$ cat src/rtl/instr_fetch_unit.sv
// Instruction fetch unit: issues PC fetch requests to instruction memory under a
// credit limit, pairs in-order responses with their PC tags, and buffers them in
// a small FIFO for decode. A flush empties the buffers and drains late responses.
module instr_fetch_unit #(
  parameter int DEPTH  = 2,
  parameter int DATA_W = 32
) (
  input  logic              i_clk,
  input  logic              i_reset_n,
  input  logic [DATA_W-1:0] i_pc,
  input  logic              i_pc_valid,
  output logic              o_pc_ready,
  input  logic              i_flush,
  output logic              o_imem_req_valid,
  output logic [DATA_W-1:0] o_imem_addr,
  input  logic              i_imem_req_ready,
  input  logic              i_imem_rsp_valid,
  input  logic [DATA_W-1:0] i_imem_rsp_data,
  output logic              o_inst_valid,
  output logic [DATA_W-1:0] o_inst,
  output logic [DATA_W-1:0] o_inst_pc,
  input  logic              i_inst_ready,
  output logic              o_busy
);

  localparam int AW = $clog2(DEPTH);
  localparam int CW = AW + 1;

  typedef enum logic {RUN, DRAIN} state_t;

  state_t            state;
  logic [CW-1:0]     outstanding;
  logic [CW-1:0]     fifo_count;
  logic [CW-1:0]     drop_count;
  logic [AW-1:0]     tag_wr, tag_rd;
  logic [AW-1:0]     fifo_wr, fifo_rd;

  logic [DATA_W-1:0] tag_mem   [DEPTH];
  logic [DATA_W-1:0] fifo_pc   [DEPTH];
  logic [DATA_W-1:0] fifo_inst [DEPTH];

  logic              running;
  logic              credit_ok;
  logic              accept;
  logic              rsp_any;
  logic              rsp_take;
  logic              pop;
  logic [CW-1:0]     drop_load;

  // Handshake and bookkeeping terms derived from the current state.
  assign running   = (state == RUN);
  // Reserve a buffer slot for every request in flight so responses never stall.
  assign credit_ok = ({1'b0, outstanding} + {1'b0, fifo_count}) < (CW + 1)'(DEPTH);
  // Reset gating keeps the request quiet while reset is held, since i_pc_valid is unregistered.
  assign o_imem_req_valid = i_reset_n & i_pc_valid & credit_ok & ~i_flush & running;
  assign o_imem_addr      = i_pc;
  assign o_pc_ready       = o_imem_req_valid & i_imem_req_ready;
  assign accept           = o_pc_ready;

  // A response with nothing outstanding is a protocol error and is ignored.
  assign rsp_any   = i_imem_rsp_valid & (outstanding != '0);
  assign rsp_take  = rsp_any & running & ~i_flush;
  assign drop_load = outstanding - CW'(rsp_any);

  assign o_inst_valid = (fifo_count != '0) & running;
  assign pop          = o_inst_valid & i_inst_ready & ~i_flush;
  assign o_inst       = o_inst_valid ? fifo_inst[fifo_rd] : '0;
  assign o_inst_pc    = o_inst_valid ? fifo_pc[fifo_rd]   : '0;
  assign o_busy       = (outstanding != '0) | (fifo_count != '0) | (state == DRAIN);

  // Control state: counts, pointers and the RUN/DRAIN sequencing.
  always_ff @(posedge i_clk or negedge i_reset_n) begin
    if (!i_reset_n) begin
      state       <= RUN;
      outstanding <= '0;
      fifo_count  <= '0;
      drop_count  <= '0;
      tag_wr      <= '0;
      tag_rd      <= '0;
      fifo_wr     <= '0;
      fifo_rd     <= '0;
    end else if (state == RUN) begin
      if (i_flush) begin
        outstanding <= '0;
        fifo_count  <= '0;
        tag_wr      <= '0;
        tag_rd      <= '0;
        fifo_wr     <= '0;
        fifo_rd     <= '0;
        drop_count  <= drop_load;
        state       <= (drop_load != '0) ? DRAIN : RUN;
      end else begin
        if (accept) tag_wr <= tag_wr + 1'b1;
        if (rsp_take) begin
          tag_rd  <= tag_rd + 1'b1;
          fifo_wr <= fifo_wr + 1'b1;
        end
        if (pop) fifo_rd <= fifo_rd + 1'b1;
        // Counts move by net effect so simultaneous +1/-1 cancel.
        outstanding <= outstanding + CW'(accept) - CW'(rsp_take);
        fifo_count  <= fifo_count + CW'(rsp_take) - CW'(pop);
      end
    end else begin
      if (i_imem_rsp_valid) begin
        drop_count <= drop_count - 1'b1;
        if (drop_count == CW'(1)) state <= RUN;
      end
    end
  end

  // Tag and instruction storage; validity is tracked entirely by the counters above.
  // NOTE: storage arrays carry no reset; counts gate every read, so stale contents are never observed.
  always_ff @(posedge i_clk) begin
    if (accept) tag_mem[tag_wr] <= i_pc;
    if (rsp_take) begin
      fifo_inst[fifo_wr] <= i_imem_rsp_data;
      fifo_pc[fifo_wr]   <= tag_mem[tag_rd];
    end
  end

endmodule

$ cat config.mk
export PLATFORM = sky130hd
export DESIGN_NAME = instr_fetch_unit
export DESIGN_NICKNAME = d
export VERILOG_FILES = /design/src/rtl/instr_fetch_unit.sv
export SDC_FILE = /design/constraint.sdc
export NUM_CORES = 1
export LEC_CHECK = 0
export BUFFER_PORTS_ARGS = -buffer_cell sky130_fd_sc_hd__buf_2
export CAP_MARGIN = 20
export CORE_UTILIZATION = 40
export DETAILED_ROUTE_END_ITERATION = 8
export HOLD_SLACK_MARGIN = 0.08
export PLACE_DENSITY_LB_ADDON = 0.12
export SLEW_MARGIN = 20
export SYNTH_ARGS = -nofsm -noshare
export SYNTH_HDL_FRONTEND = slang
export SYNTH_SLANG_ARGS = --single-unit
$ cat constraint.sdc
create_clock -name i_clk -period 6.25 [get_ports i_clk]
set_input_delay 0.625 -clock i_clk [delete_from_list [all_inputs] [get_ports i_clk]]
set_output_delay 0.625 -clock i_clk [all_outputs]
set_load 0.01 [all_outputs]
-- After elaboration in Yosys (flattened, before gate mapping)
Memories as Yosys holds them, arrays and structs flattened.
Cells that the tools add are included.
Widths: inputs -> output; s select.
- RAM bits: 192
- memories kept: 3
- input bits: 71
- logic and storage cells: 75
- register bits after elaboration: 11
- equality and inequality tests: 2
- bitwise operators: 15
- mux-type cells: 24
- $add $sub $neg: 11
- reduce and logical (&&, ||, !) cells: 11
- magnitude comparators: 1
- memory list (name ; words ; width ; rd ports ; clocked after Yosys merged registers in ; write ports ; line ; source):
    fifo_inst ; 2 ; 32 ; 1 ; 0 ; 1 ; 40 ; logic [DATA_W-1:0] fifo_inst [DEPTH];
    fifo_pc ; 2 ; 32 ; 1 ; 0 ; 1 ; 39 ; logic [DATA_W-1:0] fifo_pc [DEPTH];
    tag_mem ; 2 ; 32 ; 1 ; 0 ; 1 ; 38 ; logic [DATA_W-1:0] tag_mem [DEPTH];
- operator list (operator ; count):
    $mux 32 ; 2
    $mux 1 ; 17
    $reduce_bool 2->1 ; 7
    $and 1x1->1 ; 11
    $mux 2 ; 5
    $reduce_and 2->1 ; 4
    $sub 2x1->2 ; 3
    $add 1x1->1 const B ; 4
    $add 2x1->2 ; 2
    $add 2x2->3 ; 1
    $lt 3x2->1 const B ; 1
    $eq 2x1->1 const B ; 1
    $ne 2x2->1 const B ; 1
    $not 1->1 ; 2
    $or 1x1->1 ; 2
    $sub 2x1->2 const B ; 1

-- Depth between registers and ports, before layout
Gate-level depths: netlist of the first run.
- depth after elaboration: 9
- mapped depth: 9
- mapped depth without buffers: 9

-- Worst setup path after synthesis of the first run
No wires, ideal clock.
- kind: input port to flip-flop
- from: in i_flush
- to: mem fifo_inst[0][0], enable pin
- cell stages on the path: 4
- slack: 2.008 ns
- data required time: 5.764 ns
- data arrival time: 3.756 ns
- buffers on the path: 0
- cells stage by stage: or2_4 > nor2_1 > inv_1 > nor2_1
- word-level cells in the longest chain between the ends: 4
- RTL lines (element ; line ; source):
    start, declared ; 13 ; input logic i_flush,
    $not 1->1 ; 62 ; assign rsp_take = rsp_any & running & ~i_flush;
    $and 1x1->1 ; 62 ;
    $mux 1 ; 115 ; if (rsp_take) begin
    $mux 1 (implied by the code) ; 116 ; fifo_inst[fifo_wr] <= i_imem_rsp_data;
    end, declared ; 40 ;
No other way between the ends.

-- Worst setup path in the final report of the first run
- from: reg fifo_rd
- to: out o_inst_pc[0]
- word-level cells in the longest chain between the ends: 2
- RTL lines (element ; line ; source):
    start, declared ; 36 ; logic [AW-1:0] fifo_wr, fifo_rd;
    start signal, assigned ; 98 ; if (pop) fifo_rd <= fifo_rd + 1'b1;
    $mem_v2 2x32 ; - ;
    $mux 32 ; 68 ; assign o_inst_pc = o_inst_valid ? fifo_pc[fifo_rd] : '0;
    end, declared ; 21 ; output logic [DATA_W-1:0] o_inst_pc,
No other way between the ends.

==> results.cfg, run 1 <==
[timing]
fin_crit_sh_pct = 50.02
min_period_ns = 3.126
fin_setup_tns_ns = 0
slew_headroom_pct = 32.93
hold_viol_final = 0
worst_slew_pin_slew_ns = 1.004
grt_setup_unrepaired = false
setup_viol = 0
max_freq_ghz = 0.3199
fin_skew_ns = 0.01417
drv_slew = 0

[pwr]
p_seq_share_pct = 47.9
power_density_nw_per_um2 = 366.3
power.leakage_uw = 0.003611
p_int_uw = 2665
ir_worst_vdd_uv = 183.7
switching_power_uw = 900.3
p_comb_share_pct = 16.3
p_sw_share_pct = 25.25
power_frac_clock_pct = 35.7

[layout]
fillCellCount = 1746
final_common_cell = edfxtp_1
antenna_cells = 0
nets = 708
drive_above_1_share_pct = 37.98
layout_common_cells = 192 x edfxtp_1, 170 x buf_2, 70 x nor2_1
stdcell_count = 910
syn2layout_area_growth_pct = 19.97

[synth]
syn_area_um2 = 8113
synth_cells = 485
yosysSeqAreaShare_pct = 74.46
syn_area_per_cell_um2 = 16.73
synth_seq_cells = 203
synth_nets = 563
yosysWarnings = 0
ys_types = 32

[placement]
placed_cells = 870
dp_hpwl_um = 9037
io_buffers = 170
place_congestion = 0.8472

[floorplan]
rows = 51
die_area_um2 = 20860
initial_core_util_pct = 41.28
core_area_um2 = 19650
pin_count = 171
chipWidth_um = 144.4
die_y_um = 144.4

[clock_network]
cts_resized = 0
cts.sinks = 203
cts_tree = built
insertion_delay_ns = 0.49
cts_buffer_depth = 3
cts_root_buf = clkbuf_16
clk_pin_slew_ns = 0.06
cts_inserted_buffers = 22
cts_max_level = 1

[critical_path]
crit_family = buffers and inverters
critPathSlowestCell = dfrtp_4
cp-end-kind = output port
required_ns = 5.62
critPathLaunchType = register
path_buf_inv = 2
worstPathArrival_ns = 2.50
crit_fanout = 40
critPathMaxStageDelay_ns = 0.75
worstSetupPathType = reg -> out
crit_chain = buf_4 -> mux2i_1 -> nor2_1 -> buf_2

[drt]
drc = 0
drtIter0Drc = 168
first_pass_iters = 4
vias = 4262
wl_um = 14830
ant_nets = 0
via_per_inst = 4.684
wl_per_cell_um = 16.30

[job]
maxCapViolCount = 0

[min_path]
hp-class = in -> reg

[outcome]
status = complete, no violations

[grt]
grtUsageTotal_pct = 14.06
grt_pass1_wl_um = 22000
grt.overflow.total = 0
grt_pass1_vias = 4245
grt_start_max_net_pins = 65
grt_antenna_before_repair = 1
[cells in the mapped netlist (all sizes together)]
| master | count | share of area, % |
|---|---|---|
| edfxtp | 192 | 71 |
| nor2 | 71 | 3.3 |
| mux2i | 66 | 8.1 |
| buf | 47 | 4.1 |
| mux2 | 32 | 4.4 |
| dfrtp | 11 | 3.4 |
| inv | 9 | 0.42 |
| clkbuf | 6 | 0.28 |
| ha | 6 | 0.93 |
| nand2 | 6 | 0.28 |
| a21o | 3 | 0.28 |
| a22o | 3 | 0.32 |
| nor2b | 3 | 0.23 |
| nor3 | 3 | 0.19 |
| o21ai | 3 | 0.19 |
| o21bai | 3 | 0.28 |
| a21oi | 2 | 0.12 |
| and2 | 2 | 0.15 |
| nand3b | 2 | 0.19 |
| nor4 | 2 | 0.34 |
| o211ai | 2 | 0.19 |
| xnor2 | 2 | 0.22 |
| xor2 | 2 | 0.22 |
| a211oi | 1 | 0.093 |
| and3 | 1 | 0.077 |
| fa | 1 | 0.25 |
| nand2b | 1 | 0.077 |
| nand3 | 1 | 0.062 |
| o41ai | 1 | 0.11 |
| or2 | 1 | 0.11 |
[registers in the layout (all words and copies together), names as in the netlist, 2 cells and up]
signal,flops
fifo_pc,64
fifo_inst,64
drop_count,2
outstanding,2
fifo_count,2
tag_mem,64
[per-layer routing]
layer  vias to the layer above  track usage [%]  share of wire, %
met2                       136            24.85                48
met5                         -                0             0.081
met4                         2            4.432               2.1
li1                       2051                -                 -
met1                      2048            17.06                44
met3                        25            3.013               5.7
[timing repair]
item                      in CTS  in global routing
hold endpoints to repair      11                  0
setup buffers                  0                  0
hold buffers                   1                  0
[power groups by stage]
| stage | Clock (µW) | Sequential [µW] | Combinational, µW |
|---|---|---|---|
| floorplan | 0 | 1660 | 473 |
| global placement | 0 | 1740 | 579 |
| detailed placement | 0 | 1740 | 591 |
| CTS | 1310 | 1710 | 595 |
| global route | 1360 | 1720 | 644 |
| finish | 1270 | 1710 | 583 |
[stage by stage]
| stage | setup WS (ns) | hold slack, ns | instance area, µm² | power, µW | util [%] |
|---|---|---|---|---|---|
| 6_report | 3.124 | 0.3276 | 9733 | 3566 | 49.52 |
| 5_1_grt | 2.951 | 0.3090 | 9733 | 3729 | 49.52 |
| 4_1_cts | 3.076 | 0.3051 | 9733 | 3617 | 49.52 |
| 3_5_place_dp | 3.218 | 0.5266 | 9000 | 2332 | 45.79 |
| 3_3_place_gp | 3.293 | 0.5288 | 9000 | 2315 | 45.79 |
| 2_1_floorplan | 2.008 | 0.3294 | 8113 | 2135 | - |
[worst reg2reg max path: stages (launching register included)]
cell      delay [ns]
dfrtp_1         0.44
and2_1          0.18
fa_1            0.45
nand3b_1        0.21
nor4_4          0.30
nor2b_4         0.90
[logic make-up (layout without fill, tap and decap cells)]
logic type	after synthesis	count (layout)	synth area share (%)
fa+ha+maj	7	7	1.172
simple gates	93	93	4.982
compound gates	18	18	1.573
xor+xnor	4	4	0.4319
mux	98	98	12.58
buf+inv	62	222	4.796
flops	203	203	74.46
[final cells by class]
type	count	area, µm²	share of cell area (%)
clock inverter	14	140.1	1.440
clock buffer	25	583.1	5.990
tap	265	331.6	3.407
sequential	203	6046	62.12
inverter	9	33.78	0.3471
multi-input combinational	220	1715	17.62
timing repair buffer	174	883.3	9.076
[worst paths after layout]
check	startpoint	cells after the start	slack (ns)	to
worst max-delay path	fifo_rd$_DFFE_PN0P_	4	3.12	o_inst_pc[0]
worst max register to register	fifo_count[0]$_DFFE_PN0N_	5	3.38	tag_mem[0][20]$_DFFE_PP_
max in group asynchronous	i_reset_n	2	5.44	fifo_rd$_DFFE_PN0P_
worst min-delay path	i_pc[11]	1	0.33	tag_mem[1][11]$_DFFE_PP_
min in group asynchronous	i_reset_n	2	0.55	outstanding[1]$_DFFE_PN0N_
worst min register to register	tag_mem[0][11]$_DFFE_PP_	1	0.56	fifo_pc[0][11]$_DFFE_PP_
No activity file was read; power rests on OpenSTA's default activity.
==> run 2, diff against run 1 <==
==> constraint.sdc (replaced) <==
create_clock -name i_clk -period 2.7 [get_ports i_clk]
set_input_delay 0.27 -clock i_clk [delete_from_list [all_inputs] [get_ports i_clk]]
set_output_delay 0.27 -clock i_clk [all_outputs]
set_load 0.01 [all_outputs]
==> run 2 against run 1 <==
Total power increased by 130%; clock power increased by 120%; clock skew decreased by 0.0095 ns; wire length increased by 3.7%; final cell count increased by 7.8%; count of clock-buffer cells in the layout increased by 3; critical endpoint is now o_inst[2].
==> results.cfg, run 2 (same netlist as run 1, synthesis figures left out) <==
[clock_network]
clk_pin_slew_ns = 0.06
cts_max_level = 1
cts_root_buf = clkbuf_16
cts_inserted_buffers = 22
cts_tree = built
cts.sinks = 203
cts_buffer_depth = 3
insertion_delay_ns = 0.48

[timing]
fin_setup_tns_ns = 0
fin_crit_sh_pct = 93.48
worst_slew_pin_slew_ns = 0.8205
drv_slew = 0
setup_viol = 0
max_freq_ghz = 0.3962
fin_skew_ns = 0.004663
grt_setup_unrepaired = false
slew_headroom_pct = 45.30
hold_viol_final = 0
min_period_ns = 2.524

[layout]
final_common_cell = edfxtp_1
drive_above_1_share_pct = 35.20
syn2layout_area_growth_pct = 28.93
fillCellCount = 1638
stdcell_area_um2 = 10460
layout_common_cells = 192 x edfxtp_1, 170 x buf_2, 70 x nor2_1
largestRegisters = fifo_inst (64), fifo_pc (64), tag_mem (64)
antenna_cells = 0
nets = 781

[grt]
grt_pass1_vias = 4616
grtUsageTotal_pct = 14.72
grt_antenna_before_repair = 0
grt.overflow.total = 0
grt_start_max_net_pins = 41
grt_pass1_wl_um = 23220

[drt]
wl_um = 15380
drc = 0
first_pass_iters = 4
ant_nets = 0
top_layer_used = met4
route.met3.wl_um = 863
drtIter0Drc = 124
wl_met1_um = 6535
wl_per_cell_um = 15.67
via_per_inst = 4.634
dr_wl_met2_um = 7706
vias = 4546

[pwr]
ir_worst_vdd_uv = 500.8
p_sw_share_pct = 25.64
p_int_uw = 6081
power.leakage_uw = 0.003913
power_frac_clock_pct = 33.8
switching_power_uw = 2097
p_seq_share_pct = 48.6
power_density_nw_per_um2 = 781.9
p_comb_share_pct = 17.6

[critical_path]
cp-end-kind = output port
worstSetupPathType = reg -> out
critPathMaxStageDelay_ns = 0.66
worstPathArrival_ns = 2.25
crit_fanout = 32
critPathSlowestCell = dfrtp_1
required_ns = 2.43
crit_chain = o21bai_4 -> buf_4 -> nor2_1 -> buf_2
critPathLaunchType = register

[floorplan]
die_y_um = 144.4
chipWidth_um = 144.4
pin_count = 171
rows = 51
die_area_um2 = 20860
core_area_um2 = 19650
initial_core_util_pct = 41.28

[min_path]
hp-class = in -> reg

[placement]
place_area_um2 = 9135
dp_hpwl_um = 9533
place_congestion = 0.7544
io_buffers = 170

[job]
maxCapViolCount = 0

[outcome]
status = complete, no violations
==> run 2: changes by cell type in the layout (fill, tap and decap cells not counted) <==
cell	delta
buf_4	+3
dlygate4sd3_1	+64
clkinv_2	-1
bufinv_16	-2
buf_12	+6
clkinv_4	+1
clkbuf_1	+3
clkinv_1	-3
==> run 2: cell type report <==
cell class                      count  area [µm²]  area share [%]
Clock buffer                       28       594.3           5.682
Clock inverter                      9       72.57          0.6938
Inverter                            9       33.78          0.3230
Multi-Input combinational cell    220        1715           16.40
Sequential cell                   203        6046           57.80
Tap cell                          265       331.6           3.170
Timing Repair Buffer              247        1667           15.93
==> run 2: power by group through the flow <==
stage | sequential [µW] | clock, µW | combinational (µW)
detailed placement | 4040 | 0 | 1380
global placement | 4030 | 0 | 1360
finish | 3970 | 2770 | 1440
floorplan | 3840 | 0 | 1100
global route | 4010 | 2970 | 1590
CTS | 3980 | 2850 | 1460
==> run 2: final timing paths <==
path                                           start                          to  slack [ns]  cells past startpoint
max                                  state$_DFF_PN0_                   o_inst[2]        0.18                      4
min                                     i_inst_ready         fifo_rd$_DFFE_PN0P_        0.12                      3
max reg2reg                fifo_count[0]$_DFFE_PN0N_     tag_mem[1][6]$_DFFE_PP_        0.23                      7
min reg2reg                       tag_wr$_DFFE_PN0P_          tag_wr$_DFFE_PN0P_        0.56                      1
max in group asynchronous                  i_reset_n         fifo_rd$_DFFE_PN0P_        2.22                      2
min in group asynchronous                  i_reset_n  outstanding[1]$_DFFE_PN0N_        0.21                      2
==> run 2: what timing repair did <==
action	in CTS	in global routing
hold buffers	65	0
setup buffers	0	1
gates resized for setup	0	0
endpoints found under the hold margin	139	0
endpoints found under the setup margin	0	1
==> run 2: metrics by stage <==
step           total power, µW  setup WS (ns)  util (%)  hold slack [ns]  std cells
4_1_cts                   8295         0.1109     53.18          0.09983        980
5_1_grt                   8569        0.03157     53.22           0.1316        981
3_3_place_gp              5388         0.3337     46.48           0.1725        878
2_1_floorplan             4940        0.01196         -         -0.02559        485
6_report                  8179         0.1759     53.22           0.1177        981
3_5_place_dp              5428         0.2613     46.48           0.1761        878
==> run 2: layer usage <==
metal / vias up / global-route usage (%)
met5: - / 0
met4: 0 / 3.878
met3: 22 / 3.212
met2: 141 / 26.97
met1: 2187 / 17.32
li1: 2196 / -
==> run 2: critical path: cells and delay by family (launching register included) <==
kind                   cells  cell delay [ns]
AO/OA/AOI/OAI              1             0.38
buffers and inverters      2             0.59
flip-flops                 1             0.66
AND/OR/NAND/NOR            1             0.13
==> run 3, diff against run 2 <==
--- a/config.mk
+++ b/config.mk
@@ -7,7 +7,7 @@
 export LEC_CHECK = 0
 export BUFFER_PORTS_ARGS = -buffer_cell sky130_fd_sc_hd__buf_2
 export CAP_MARGIN = 20
-export CORE_UTILIZATION = 40
+export CORE_UTILIZATION = 30
 export DETAILED_ROUTE_END_ITERATION = 8
 export HOLD_SLACK_MARGIN = 0.08
 export PLACE_DENSITY_LB_ADDON = 0.12
==> run 3 against run 2 <==
The flow now finishes with violations (DRC); clock skew grew 0.0027 ns; design area grew 2.4%; final cell count grew 7.8%; clock power grew 18%; via count grew 0.77%; largest cell class unchanged.
==> results.cfg, run 3 (same netlist as run 1, synthesis figures left out) <==
[outcome]
status = complete, but fails checks
violations = DRC

[layout]
final_common_cell = edfxtp_1
antenna_cells = 0
nets = 785
stdcell_count = 1058
largestRegisters = fifo_inst (64), fifo_pc (64), tag_mem (64)
layout_common_cells = 192 x edfxtp_1, 170 x buf_2, 70 x nor2_1
syn2layout_area_growth_pct = 32.00
drive_above_1_share_pct = 35.82

[pwr]
switching_power_uw = 2216
p_seq_share_pct = 45.4
power.leakage_uw = 0.003994
power_density_nw_per_um2 = 814.8
power_frac_clock_pct = 37.6
p_sw_share_pct = 25.39
ir_worst_vdd_uv = 426.0
p_int_uw = 6510
p_comb_share_pct = 17.0

[critical_path]
required_ns = 2.43
worstSetupPathType = reg -> out
crit_fanout = 5
worstPathArrival_ns = 2.30
cp-end-kind = output port
critPathLaunchType = register

[timing]
min_period_ns = 2.567
worst_slew_pin_slew_ns = 0.8643
fin_setup_tns_ns = 0
grt_setup_unrepaired = false
setup_viol = 0
drv_slew = 0
max_freq_ghz = 0.3896
slew_headroom_pct = 42.38
hold_viol_final = 0
holdWs_ns = 0.1554
fin_crit_sh_pct = 95.07
fin_skew_ns = 0.007386

[placement]
dp_hpwl_um = 10250
place_congestion = 0.7321
io_buffers = 170
placed_cells = 948

[drt]
drtIter0Drc = 258
via_per_inst = 4.330
wl_per_cell_um = 16.02
drc = 12
ant_nets = 0
vias = 4581
first_pass_iters = 6
wl_um = 16950

[floorplan]
core_area_um2 = 26280
die_y_um = 166.4
rows = 59
die_area_um2 = 27700
initial_core_util_pct = 30.87
pin_count = 171
chipWidth_um = 166.4

[clock_network]
cts_resized = 0
cts.sinks = 203
cts_max_level = 1
cts_inserted_buffers = 24
cts_tree = built
cts_buffer_depth = 3
clk_pin_slew_ns = 0.06
insertion_delay_ns = 0.51
cts_root_buf = clkbuf_16

[grt]
grt_pass1_wl_um = 26520
grtUsageTotal_pct = 12.29
grt.overflow.total = 0
grt_start_max_net_pins = 68
grt_antenna_before_repair = 0
grt_pass1_vias = 4688

[job]
maxCapViolCount = 0

[min_path]
hp-class = in -> reg
run 3: changes by cell type in the layout (fill, tap and decap cells not counted):
cell           delta
clkinv_4          -1
clkinv_1          -1
dlygate4sd3_1     +2
clkbuf_1          -1
bufinv_16         +3
clkinv_2          +2
clkinvlp_4        +1
clkbuf_16         +2
run 3: worst paths after layout:
check | slack, ns | endpoint | from | cells past startpoint
setup / recovery | 0.13 | o_pc_ready | fifo_count[0]$_DFFE_PN0N_ | 5
hold / removal | 0.16 | fifo_rd$_DFFE_PN0P_ | i_flush | 2
setup reg to reg | 0.21 | tag_mem[0][10]$_DFFE_PP_ | fifo_count[0]$_DFFE_PN0N_ | 7
hold reg to reg | 0.56 | tag_wr$_DFFE_PN0P_ | tag_wr$_DFFE_PN0P_ | 1
max in group asynchronous | 2.23 | fifo_rd$_DFFE_PN0P_ | i_reset_n | 2
min in group asynchronous | 0.20 | outstanding[0]$_DFFE_PN0N_ | i_reset_n | 2
run 3: worst max-delay path, cell delays in order, from the launching register on:
cell      delay, ns
dfrtp_1        0.45
and2_1         0.18
fa_1           0.46
nand3b_1       0.21
nor4_4         0.29
buf_2          0.20
run 3: layout make-up:
type | count | area [µm²]
inverter | 9 | 33.78
sequential | 203 | 6046
multi-input combinational | 220 | 1715
clock inverter | 13 | 167.7
clock buffer | 29 | 640.6
tap | 335 | 419.2
timing repair buffer | 249 | 1687
fill | 2417 | 15570
run 3: what timing repair did:
item,in CTS,in global routing
hold buffers,67,0
setup endpoints to repair,0,1
buffers inserted,0,1
endpoints found under the hold margin,141,0
run 3: stage by stage:
stage | total power (µW) | setup slack [ns] | util, % | cell area, µm²
after floorplan | 4940 | 0.01196 | - | 8129
after global placement | 5438 | 0.3196 | 35.09 | 9223
after detailed placement | 5476 | 0.2708 | 35.09 | 9223
after CTS | 8890 | 0.06519 | 40.72 | 10700
after global routing | 9145 | 0.009521 | 40.75 | 10710
final | 8726 | 0.1330 | 40.75 | 10710
run 3: power groups by stage:
stage	logic (µW)	registers, µW	clock network, µW
2_1_floorplan	1100	3840	0
3_5_place_dp	1430	4040	0
5_1_grt	1650	4000	3490
6_report	1480	3960	3280
4_1_cts	1520	3970	3400
3_3_place_gp	1410	4030	0
run 3: per-layer routing:
metal | vias to the layer above | share of wire (%) | track usage (%)
met5 | - | 0 | 0
met4 | 0 | 2.1 | 3.744
met3 | 29 | 5.4 | 2.495
met2 | 139 | 48 | 21.12
met1 | 2205 | 44 | 15.58
li1 | 2208 | - | -
